[src/rtl/mc_ctrl_pkg.sv]
// mc_ctrl_pkg: shared states, opcodes, select encodings and ALU codes for the multicycle control unit
package mc_ctrl_pkg;

   typedef enum logic [4:0] {
      S_FETCH,
      S_DECODE,
      S_RTYPE,
      S_RWRITE,
      S_MEMADR,
      S_MEMRD,
      S_MEMWB,
      S_MEMWR,
      S_IMM,
      S_IMMWB,
      S_JAL1,
      S_JAL2,
      S_JR,
      S_JUMP,
      S_BEQ,
      S_BNE,
      S_IN,
      S_OUT,
      S_TRAP,
      S_HALT
   } ctrlState_t;

   localparam logic [3:0] OP_RTYPE = 4'h0;
   localparam logic [3:0] OP_ADDI  = 4'h1;
   localparam logic [3:0] OP_LW    = 4'h2;
   localparam logic [3:0] OP_SW    = 4'h3;
   localparam logic [3:0] OP_ORI   = 4'h4;
   localparam logic [3:0] OP_ANDI  = 4'h5;
   localparam logic [3:0] OP_BEQ   = 4'h7;
   localparam logic [3:0] OP_BNE   = 4'h8;
   localparam logic [3:0] OP_JUMP  = 4'h9;
   localparam logic [3:0] OP_JAL   = 4'hA;
   localparam logic [3:0] OP_JR    = 4'hB;
   localparam logic [3:0] OP_IO    = 4'hC;
   localparam logic [3:0] OP_HALT  = 4'hF;

   localparam logic [1:0] PC_ALU    = 2'd0;
   localparam logic [1:0] PC_JUMP   = 2'd1;
   localparam logic [1:0] PC_BRANCH = 2'd2;
   localparam logic [1:0] PC_TRAP   = 2'd3;

   localparam logic [1:0] M2R_MEM = 2'd0;
   localparam logic [1:0] M2R_ALU = 2'd1;
   localparam logic [1:0] M2R_IN  = 2'd2;

   localparam logic [1:0] RD_RT = 2'd0;
   localparam logic [1:0] RD_RD = 2'd1;
   localparam logic [1:0] RD_RA = 2'd2;

   localparam logic [2:0] ALU_AND = 3'b000;
   localparam logic [2:0] ALU_OR  = 3'b001;
   localparam logic [2:0] ALU_ADD = 3'b010;
   localparam logic [2:0] ALU_SUB = 3'b011;

   // True on the cycle whose closing edge completes an instruction
   function automatic logic retires(input ctrlState_t s, input logic memReady, input logic inValid);
      case (s)
         S_RWRITE, S_IMMWB, S_MEMWB, S_JAL2, S_JUMP, S_JR,
         S_BEQ, S_BNE, S_OUT, S_TRAP: return 1'b1;
         S_MEMWR:                     return memReady;
         S_IN:                        return inValid;
         default:                     return 1'b0;
      endcase
   endfunction

endpackage

[src/rtl/mc_ctrl_decode.sv]
// mc_ctrl_decode: maps opcode/function field to the DECODE dispatch target and the immediate ALU code
module mc_ctrl_decode import mc_ctrl_pkg::*; #(
   parameter int FUNCT_W = 3,
   parameter int TRAP_EN = 1
)(
   input  logic [3:0]         Opcode,
   input  logic [FUNCT_W-1:0] funk,
   output ctrlState_t         dispatch,
   output logic [2:0]         immAluOp
);

   // Dispatch target; unused opcodes either trap or fall back to FETCH as a NOP
   always_comb begin
      dispatch = S_FETCH;
      case (Opcode)
         OP_RTYPE:                 dispatch = S_RTYPE;
         OP_ADDI, OP_ORI, OP_ANDI: dispatch = S_IMM;
         OP_LW, OP_SW:             dispatch = S_MEMADR;
         OP_BEQ:                   dispatch = S_BEQ;
         OP_BNE:                   dispatch = S_BNE;
         OP_JUMP:                  dispatch = S_JUMP;
         OP_JAL:                   dispatch = S_JAL1;
         OP_JR:                    dispatch = S_JR;
         OP_IO:                    dispatch = (funk == FUNCT_W'(1)) ? S_IN : S_OUT;
         OP_HALT:                  dispatch = S_HALT;
         default:                  dispatch = (TRAP_EN != 0) ? S_TRAP : S_FETCH;
      endcase
   end

   // Immediate ALU operation: ori -> OR, andi -> AND, everything else adds
   always_comb begin
      immAluOp = (Opcode == OP_ORI) ? ALU_OR : (Opcode == OP_ANDI) ? ALU_AND : ALU_ADD;
   end

endmodule

[src/rtl/mc_control_unit_v2.sv]
// mc_control_unit_v2: multicycle Moore control FSM with wait-state handshakes, trap, halt and retire counter
module mc_control_unit_v2 import mc_ctrl_pkg::*; #(
   parameter int ALUOP_W = 3,
   parameter int FUNCT_W = 3,
   parameter int CNT_W   = 16,
   parameter int TRAP_EN = 1
)(
   input  logic               CLK,
   input  logic               Reset_n,
   input  logic [3:0]         Opcode,
   input  logic [FUNCT_W-1:0] funk,
   input  logic               MemReady,
   input  logic               InValid,
   output logic [ALUOP_W-1:0] ALUOp,
   output logic               SrcA,
   output logic [1:0]         SrcB,
   output logic [1:0]         MemtoReg,
   output logic [1:0]         RegDest,
   output logic [1:0]         PCSrc,
   output logic               MemSrc,
   output logic               RegWrite,
   output logic               MemRead,
   output logic               MemWrite,
   output logic               IRWrite,
   output logic               PCWrite,
   output logic               OutputWrite,
   output logic               BranchCond,
   output logic               BranchNECond,
   output logic               IllegalOp,
   output logic               Halted,
   output logic [CNT_W-1:0]   InstrCount
);

   ctrlState_t state;
   ctrlState_t nextState;
   ctrlState_t dispatch;
   logic [2:0] immAluOp;

   mc_ctrl_decode #(
      .FUNCT_W (FUNCT_W),
      .TRAP_EN (TRAP_EN)
   ) uDecode (
      .Opcode   (Opcode),
      .funk     (funk),
      .dispatch (dispatch),
      .immAluOp (immAluOp)
   );

   // State register
   always_ff @(posedge CLK or negedge Reset_n) begin
      if (!Reset_n) state <= S_FETCH;
      else          state <= nextState;
   end

   // Next state; memory and input states hold until their handshake completes
   always_comb begin
      nextState = S_FETCH;
      case (state)
         S_FETCH:  nextState = MemReady ? S_DECODE : S_FETCH;
         S_DECODE: nextState = dispatch;
         S_RTYPE:  nextState = S_RWRITE;
         S_MEMADR: nextState = (Opcode == OP_LW) ? S_MEMRD : S_MEMWR;
         S_MEMRD:  nextState = MemReady ? S_MEMWB : S_MEMRD;
         S_MEMWR:  nextState = MemReady ? S_FETCH : S_MEMWR;
         S_IMM:    nextState = S_IMMWB;
         S_JAL1:   nextState = S_JAL2;
         S_IN:     nextState = InValid ? S_FETCH : S_IN;
         S_HALT:   nextState = S_HALT;
         default:  nextState = S_FETCH;
      endcase
   end

   // Moore output decode, held at zero while reset is asserted so nothing leaks out of FETCH
   always_comb begin
      ALUOp        = '0;
      SrcA         = 1'b0;
      SrcB         = 2'd0;
      MemtoReg     = 2'd0;
      RegDest      = 2'd0;
      PCSrc        = 2'd0;
      MemSrc       = 1'b0;
      RegWrite     = 1'b0;
      MemRead      = 1'b0;
      MemWrite     = 1'b0;
      IRWrite      = 1'b0;
      PCWrite      = 1'b0;
      OutputWrite  = 1'b0;
      BranchCond   = 1'b0;
      BranchNECond = 1'b0;
      Halted       = 1'b0;
      if (Reset_n) begin
         case (state)
            S_FETCH: begin
               MemRead = 1'b1;
               SrcB    = 2'd1;
               ALUOp   = ALUOP_W'(ALU_ADD);
               PCSrc   = PC_ALU;
               IRWrite = MemReady;
               PCWrite = MemReady;
            end
            S_DECODE: begin
               SrcB  = 2'd2;
               ALUOp = ALUOP_W'(ALU_ADD);
            end
            S_RTYPE: begin
               SrcA  = 1'b1;
               ALUOp = funk[ALUOP_W-1:0];
            end
            S_RWRITE: begin
               RegWrite = 1'b1;
               MemtoReg = M2R_ALU;
               RegDest  = RD_RD;
            end
            S_IMM: begin
               SrcA  = 1'b1;
               SrcB  = 2'd2;
               ALUOp = ALUOP_W'(immAluOp);
            end
            S_IMMWB: begin
               RegWrite = 1'b1;
               MemtoReg = M2R_ALU;
               RegDest  = RD_RT;
            end
            S_MEMADR: begin
               SrcA  = 1'b1;
               SrcB  = 2'd2;
               ALUOp = ALUOP_W'(ALU_ADD);
            end
            S_MEMRD: begin
               MemRead = 1'b1;
               MemSrc  = 1'b1;
            end
            S_MEMWB: begin
               RegWrite = 1'b1;
               MemtoReg = M2R_MEM;
               RegDest  = RD_RT;
            end
            S_MEMWR: begin
               MemWrite = 1'b1;
               MemSrc   = 1'b1;
            end
            S_JAL1: begin
               SrcB  = 2'd1;
               ALUOp = ALUOP_W'(ALU_ADD);
            end
            S_JAL2: begin
               RegWrite = 1'b1;
               RegDest  = RD_RA;
               MemtoReg = M2R_ALU;
               PCWrite  = 1'b1;
               PCSrc    = PC_JUMP;
            end
            S_JUMP: begin
               PCWrite = 1'b1;
               PCSrc   = PC_JUMP;
            end
            S_JR: begin
               SrcA    = 1'b1;
               ALUOp   = ALUOP_W'(ALU_ADD);
               PCWrite = 1'b1;
               PCSrc   = PC_ALU;
            end
            S_BEQ: begin
               SrcA       = 1'b1;
               ALUOp      = ALUOP_W'(ALU_SUB);
               PCSrc      = PC_BRANCH;
               BranchCond = 1'b1;
            end
            S_BNE: begin
               SrcA         = 1'b1;
               ALUOp        = ALUOP_W'(ALU_SUB);
               PCSrc        = PC_BRANCH;
               BranchNECond = 1'b1;
            end
            S_IN: begin
               RegDest  = RD_RD;
               MemtoReg = M2R_IN;
               RegWrite = InValid;
            end
            S_OUT: begin
               OutputWrite = 1'b1;
            end
            S_TRAP: begin
               PCWrite = 1'b1;
               PCSrc   = PC_TRAP;
            end
            S_HALT: begin
               Halted = 1'b1;
            end
            default: ;
         endcase
      end
   end

   // Retired-instruction counter and sticky illegal-opcode flag
   always_ff @(posedge CLK or negedge Reset_n) begin
      if (!Reset_n) begin
         InstrCount <= '0;
         IllegalOp  <= 1'b0;
      end else begin
         if (retires(state, MemReady, InValid)) InstrCount <= InstrCount + CNT_W'(1);
         if (state == S_TRAP) IllegalOp <= 1'b1;
      end
   end

endmodule

[config.mk]
export PLATFORM = sky130hd
export DESIGN_NAME = mc_control_unit_v2
export DESIGN_NICKNAME = d
export VERILOG_FILES = /design/src/rtl/mc_ctrl_pkg.sv /design/src/rtl/mc_ctrl_decode.sv /design/src/rtl/mc_control_unit_v2.sv
export SDC_FILE = /design/constraint.sdc
export NUM_CORES = 1
export LEC_CHECK = 0
export BUFFER_PORTS_ARGS = -buffer_cell sky130_fd_sc_hd__buf_2
export CAP_MARGIN = 20
export CORE_AREA = 2 2 55 82
export CTS_CLUSTER_DIAMETER = 200
export CTS_CLUSTER_SIZE = 20
export DETAILED_ROUTE_END_ITERATION = 8
export DIE_AREA = 0 0 57 84
export PLACE_DENSITY = 0.69
export SLEW_MARGIN = 25
export SYNTH_ARGS = -nofsm -noshare
export SYNTH_HDL_FRONTEND = slang
export SYNTH_SLANG_ARGS = --single-unit
export TNS_END_PERCENT = 100
[constraint.sdc]
create_clock -name CLK -period 5.4 [get_ports CLK]
set_clock_uncertainty 0.2 [all_clocks]
set_input_delay 0.54 -clock CLK [delete_from_list [all_inputs] [get_ports CLK]]
set_output_delay 0.54 -clock CLK [all_outputs]
set_load 0.02 [all_outputs]
==> results.txt <==
The run finished with clean final reports. The tightest hold path in the finished design has a slack of 0.109 ns. The clock latency at the later pin of the worst-skew pair is between 0.2 and 0.3 ns. The total global-route track usage is 0.184. The maximum clock frequency is 0.311 GHz. By area the synthesized netlist is led by sky130_fd_sc_hd__dfrtp_1, sky130_fd_sc_hd__xnor2_1, sky130_fd_sc_hd__nor2_1, sky130_fd_sc_hd__xor2_1, sky130_fd_sc_hd__nand3_1. In the synthesized netlist the dominant register cell turns out to be sky130_fd_sc_hd__dfrtp_1. Counting flops with an async set or reset pin after synthesis yields a share of 1.00.

The largest individual stage delay along the critical path comes from the cell sky130_fd_sc_hd__dfrtp_1. The number of distinct standard cells referenced by the synthesized netlist came out at 53. In the final layout, the share of cells above drive strength 1 is 0.273. The clock net in this run drives a total of 22 sinks. The total number of vias is roughly 1700. The critical path launch point is state[1]$_DFF_PN0_. The maximum fanout count along the critical path is 28.

The die covers approximately 4800 µm². The leakage power came out at 0.952 nW. After clock tree synthesis, the clock-pin slew on the worst setup and hold paths is 0.07 ns. In the synthesized netlist, the number of instances is ~220. Setup slack on the critical path of the routed design comes to 2.19 ns. Dividing total power by cell area gives a power density of 446 nW/µm².

The number of post-CTS setup repair buffers is 0. The number of register bits inferred by synthesis came out at 22. The path depth of the worst reg2reg path came out at 4. The instance area after placement came out at 1970 µm². Grouping stages by cell kind, the critical path spends the most delay in flip-flops. For this block, the initial DRC count from the detailed router was 65. In this run the standard cell core region covers between 4000 and 5000 µm². The final critical path time including I/O delays and setup is between 3 and 4 ns. The fraction of the yosys area taken by sequential cells came out at 0.310. The initial utilization of the core area, before any placement, comes to 0.429. The count of cells resized by post-cts repair is 0. The critical path goes through clkinv_1 -> nand2_1 -> o41ai_1 -> a32oi_1 -> nor3_2 -> buf_2.

STA classifies the critical path startpoint as a register. The largest total area in the synthesized netlist belongs to sky130_fd_sc_hd__dfrtp_1. The required time of the worst setup path is 4.66 ns. The initial antenna violation count came out at 0. TritonCTS built the clock tree.

The buffers plus inverters on the worst setup path came out at 2. The data arrival time of the critical path came out at 2.47 ns. The critical path is of the register to output port type. The remaining antenna violation count came out at 0. The routability-driven placement congestion ratio came out at 0.840. The number of enable flip-flop cells after synthesis came out at 0. For this run, the post-layout net count is roughly 260.

During synthesis, Yosys emitted a total of 0 warnings. The final count of negative-setup-slack endpoints is 0. Relative to the synthesized area, the layout overhead comes to 13.2%.

The diode insertion count for antenna repair came out at 0. The clock tree root driver cell is sky130_fd_sc_hd__clkbuf_8. The top-level port count came out at 50. The final instance count without filler cells is 295. The accumulated negative setup slack came out at 0 ns. The number of buffers inserted by port buffering came out at between 40 and 50. Before CTS, the worst setup slack after placement is between 2 and 3 ns. Clock tree synthesis inserted a total of 3 buffers. Fill cells in the final layout number 434. In this run the vertical extent of the chip is between 80 and 90 µm.

The worst register-to-register path begins at state[0]$_DFF_PN0_. The total length of routed wires is roughly 4300 µm. After synthesis, the mean cell area works out to between 8 and 9 µm². The worst slew slack as a fraction of its limit is 0.394. The final count of hold timing violations came out at 0.

The number of cells after detailed placement came out at 292. The maximum ir drop on the vdd rail is roughly 0.22 mV. Setup repair after global routing left no endpoint under its margin.

The deepest clock path buffer count is 2. After routing the design area is 2010 µm². The number of hold buffers added after CTS came out at 0. In this run the worst setup path terminates at ALUOp[0].

The via count of the first global-routing pass came out at ~1600. The H-tree depth reported by CTS came out at 1. Using the TritonRoute via totals, the vias-per-cell ratio works out to 5.88. The min-delay analysis places its worst path in the category input port to async pin. In the routed design, unresolved DRC markers number 0. The number of placement rows is 29.

The number of optimization iterations in the first detailed-route pass is 4. The transition time of the tightest slew-check pin is about 0.91 ns. The synthesized netlist occupies a cell area of 1780 µm². The peak per-stage delay on the critical path came out at ~0.91 ns. The total overflow left after global routing is 0. In this run the number of cells on the critical path is 6.

The share of the clock period used by the worst path is 0.595. The horizontal extent of the die is ~57 µm. The maximum number of pins on one net before global-route repair came out at 34.

The number of max-slew violations in the final report is 0. Across all register-to-register paths, the minimum setup slack is 2.91 ns. The sum of net half-perimeters after detailed placement came out at between 3000 and 4000 µm.

The capturing element type of the critical path is an output port. The max-capacitance violation count came out at 0. The first global-routing pass estimated 7270 µm of wire. The endpoint identified for the worst register-to-register timing path is InstrCount[1]$_DFFE_PN0P_. The synthesized netlist net count is 228. The per-cell routed wire length came out at ~14 µm. The area fraction of the dominant cell type after synthesis is 0.310.
-- power by group --
group,leakage [nW],switching [mW],internal (mW)
clock network,0.0216,0.0488,0.0497
logic,0.645,0.286,0.175
registers,0.286,0.130,0.206
-- synthesized netlist by cell type, drive strengths merged (2+ instances only) --
master   n
nand3   19
nor4b    2
nor2b    3
and3     9
a32oi    4
xor2     8
a21boi   2
nor2    22
nand4    4
clkbuf   9
o21ai   16
xnor2   11
nor4     3
dfrtp   22
and2     3
inv      5
and4     2
a21oi   10
o211ai   3
nor3    10
nand2   15
buf     10
a31oi    4
-- registers in the layout, summed over array words and instances (netlist names) --
register    cells
IllegalOp       1
InstrCount     16
state           5
-- how the worst min path moves through the flow --
stage	start	end	depth (start not counted)
after floorplan	Reset_n	IllegalOp$_DFFE_PN0N_	0
after detailed placement	IllegalOp$_DFFE_PN0N_	IllegalOp$_DFFE_PN0N_	1
after CTS	Reset_n	InstrCount[2]$_DFFE_PN0P_	1
after global routing	Reset_n	InstrCount[2]$_DFFE_PN0P_	1
after global placement	IllegalOp$_DFFE_PN0N_	IllegalOp$_DFFE_PN0N_	1
final	Reset_n	InstrCount[2]$_DFFE_PN0P_	1
-- worst reg2reg max path: cells and delay by family (launching register included) --
kind | cells | cell delay, ns
AOI/OAI and AO/OA | 1 | 0.32
DFF | 1 | 0.94
and+or+nand+nor | 1 | 0.33
muxes | 1 | 0.41
xor gates and xnor gates | 1 | 0.18
-- placed cells by master (no fill, tap or decap), types with 2 or more instances in the layout --
master / Yosys / routed
sky130_fd_sc_hd__nand2_1: 15 / 15
sky130_fd_sc_hd__nor3_1: 9 / 9
sky130_fd_sc_hd__a21oi_1: 10 / 10
sky130_fd_sc_hd__nor4_1: 3 / 3
sky130_fd_sc_hd__nand4_1: 2 / 2
sky130_fd_sc_hd__nor2_1: 21 / 21
sky130_fd_sc_hd__clkbuf_8: 0 / 3
sky130_fd_sc_hd__nand4_2: 2 / 2
sky130_fd_sc_hd__buf_2: 3 / 49
sky130_fd_sc_hd__a31oi_1: 4 / 4
sky130_fd_sc_hd__a21boi_0: 2 / 2
sky130_fd_sc_hd__o21ai_2: 2 / 2
sky130_fd_sc_hd__and3_1: 9 / 9
sky130_fd_sc_hd__nor2b_1: 3 / 3
sky130_fd_sc_hd__inv_1: 5 / 5
sky130_fd_sc_hd__o211ai_1: 3 / 3
sky130_fd_sc_hd__a32oi_1: 3 / 3
sky130_fd_sc_hd__o21ai_0: 13 / 13
sky130_fd_sc_hd__and4_1: 2 / 2
sky130_fd_sc_hd__and2_1: 3 / 3
sky130_fd_sc_hd__xnor2_1: 11 / 11
sky130_fd_sc_hd__xor2_1: 8 / 8
sky130_fd_sc_hd__nand3_1: 13 / 13
sky130_fd_sc_hd__dfrtp_1: 22 / 22
sky130_fd_sc_hd__nor4b_1: 2 / 2
sky130_fd_sc_hd__nand3_2: 6 / 6
-- area by class of cell --
type | instances | area [µm²] | area share
multi-input cells | 169 | 1090 | 0.544
flip-flops and latches | 22 | 551 | 0.274
repair buffers | 49 | 245 | 0.122
well taps | 46 | 57.6 | 0.0286
clock buffers | 3 | 41.3 | 0.0205
inverters | 6 | 22.5 | 0.0112
-- logic make-up (layout without fill, tap and decap cells) --
logic type | count (synthesis) | after routing | synth area share
AND/OR/NAND/NOR | 100 | 100 | 0.329
XOR/XNOR | 19 | 19 | 0.0937
adder cells (fa/ha/maj) | 1 | 1 | 0.00705
AO/OA/AOI/OAI | 48 | 48 | 0.180
multiplexers | 1 | 1 | 0.00634
buffers and inverters | 25 | 58 | 0.0740
flip-flops | 22 | 22 | 0.310
-- through the flow --
step,utilization,power (mW)
floorplan,-,0.703
global placement,0.476,0.794
detailed placement,0.476,0.799
CTS,0.486,0.900
global route,0.486,0.974
finish,0.486,0.896
-- layer usage --
| metal | vias up | track usage | part of all wire |
|---|---|---|---|
| li1 | 848 | - | - |
| met2 | 70 | 0.321 | 0.53 |
| met4 | 0 | 0.0782 | 0.014 |
| met1 | 811 | 0.224 | 0.40 |
| met3 | 6 | 0.0186 | 0.055 |
| met5 | - | 0 | 0 |
Power figures use the tool's default switching activity.
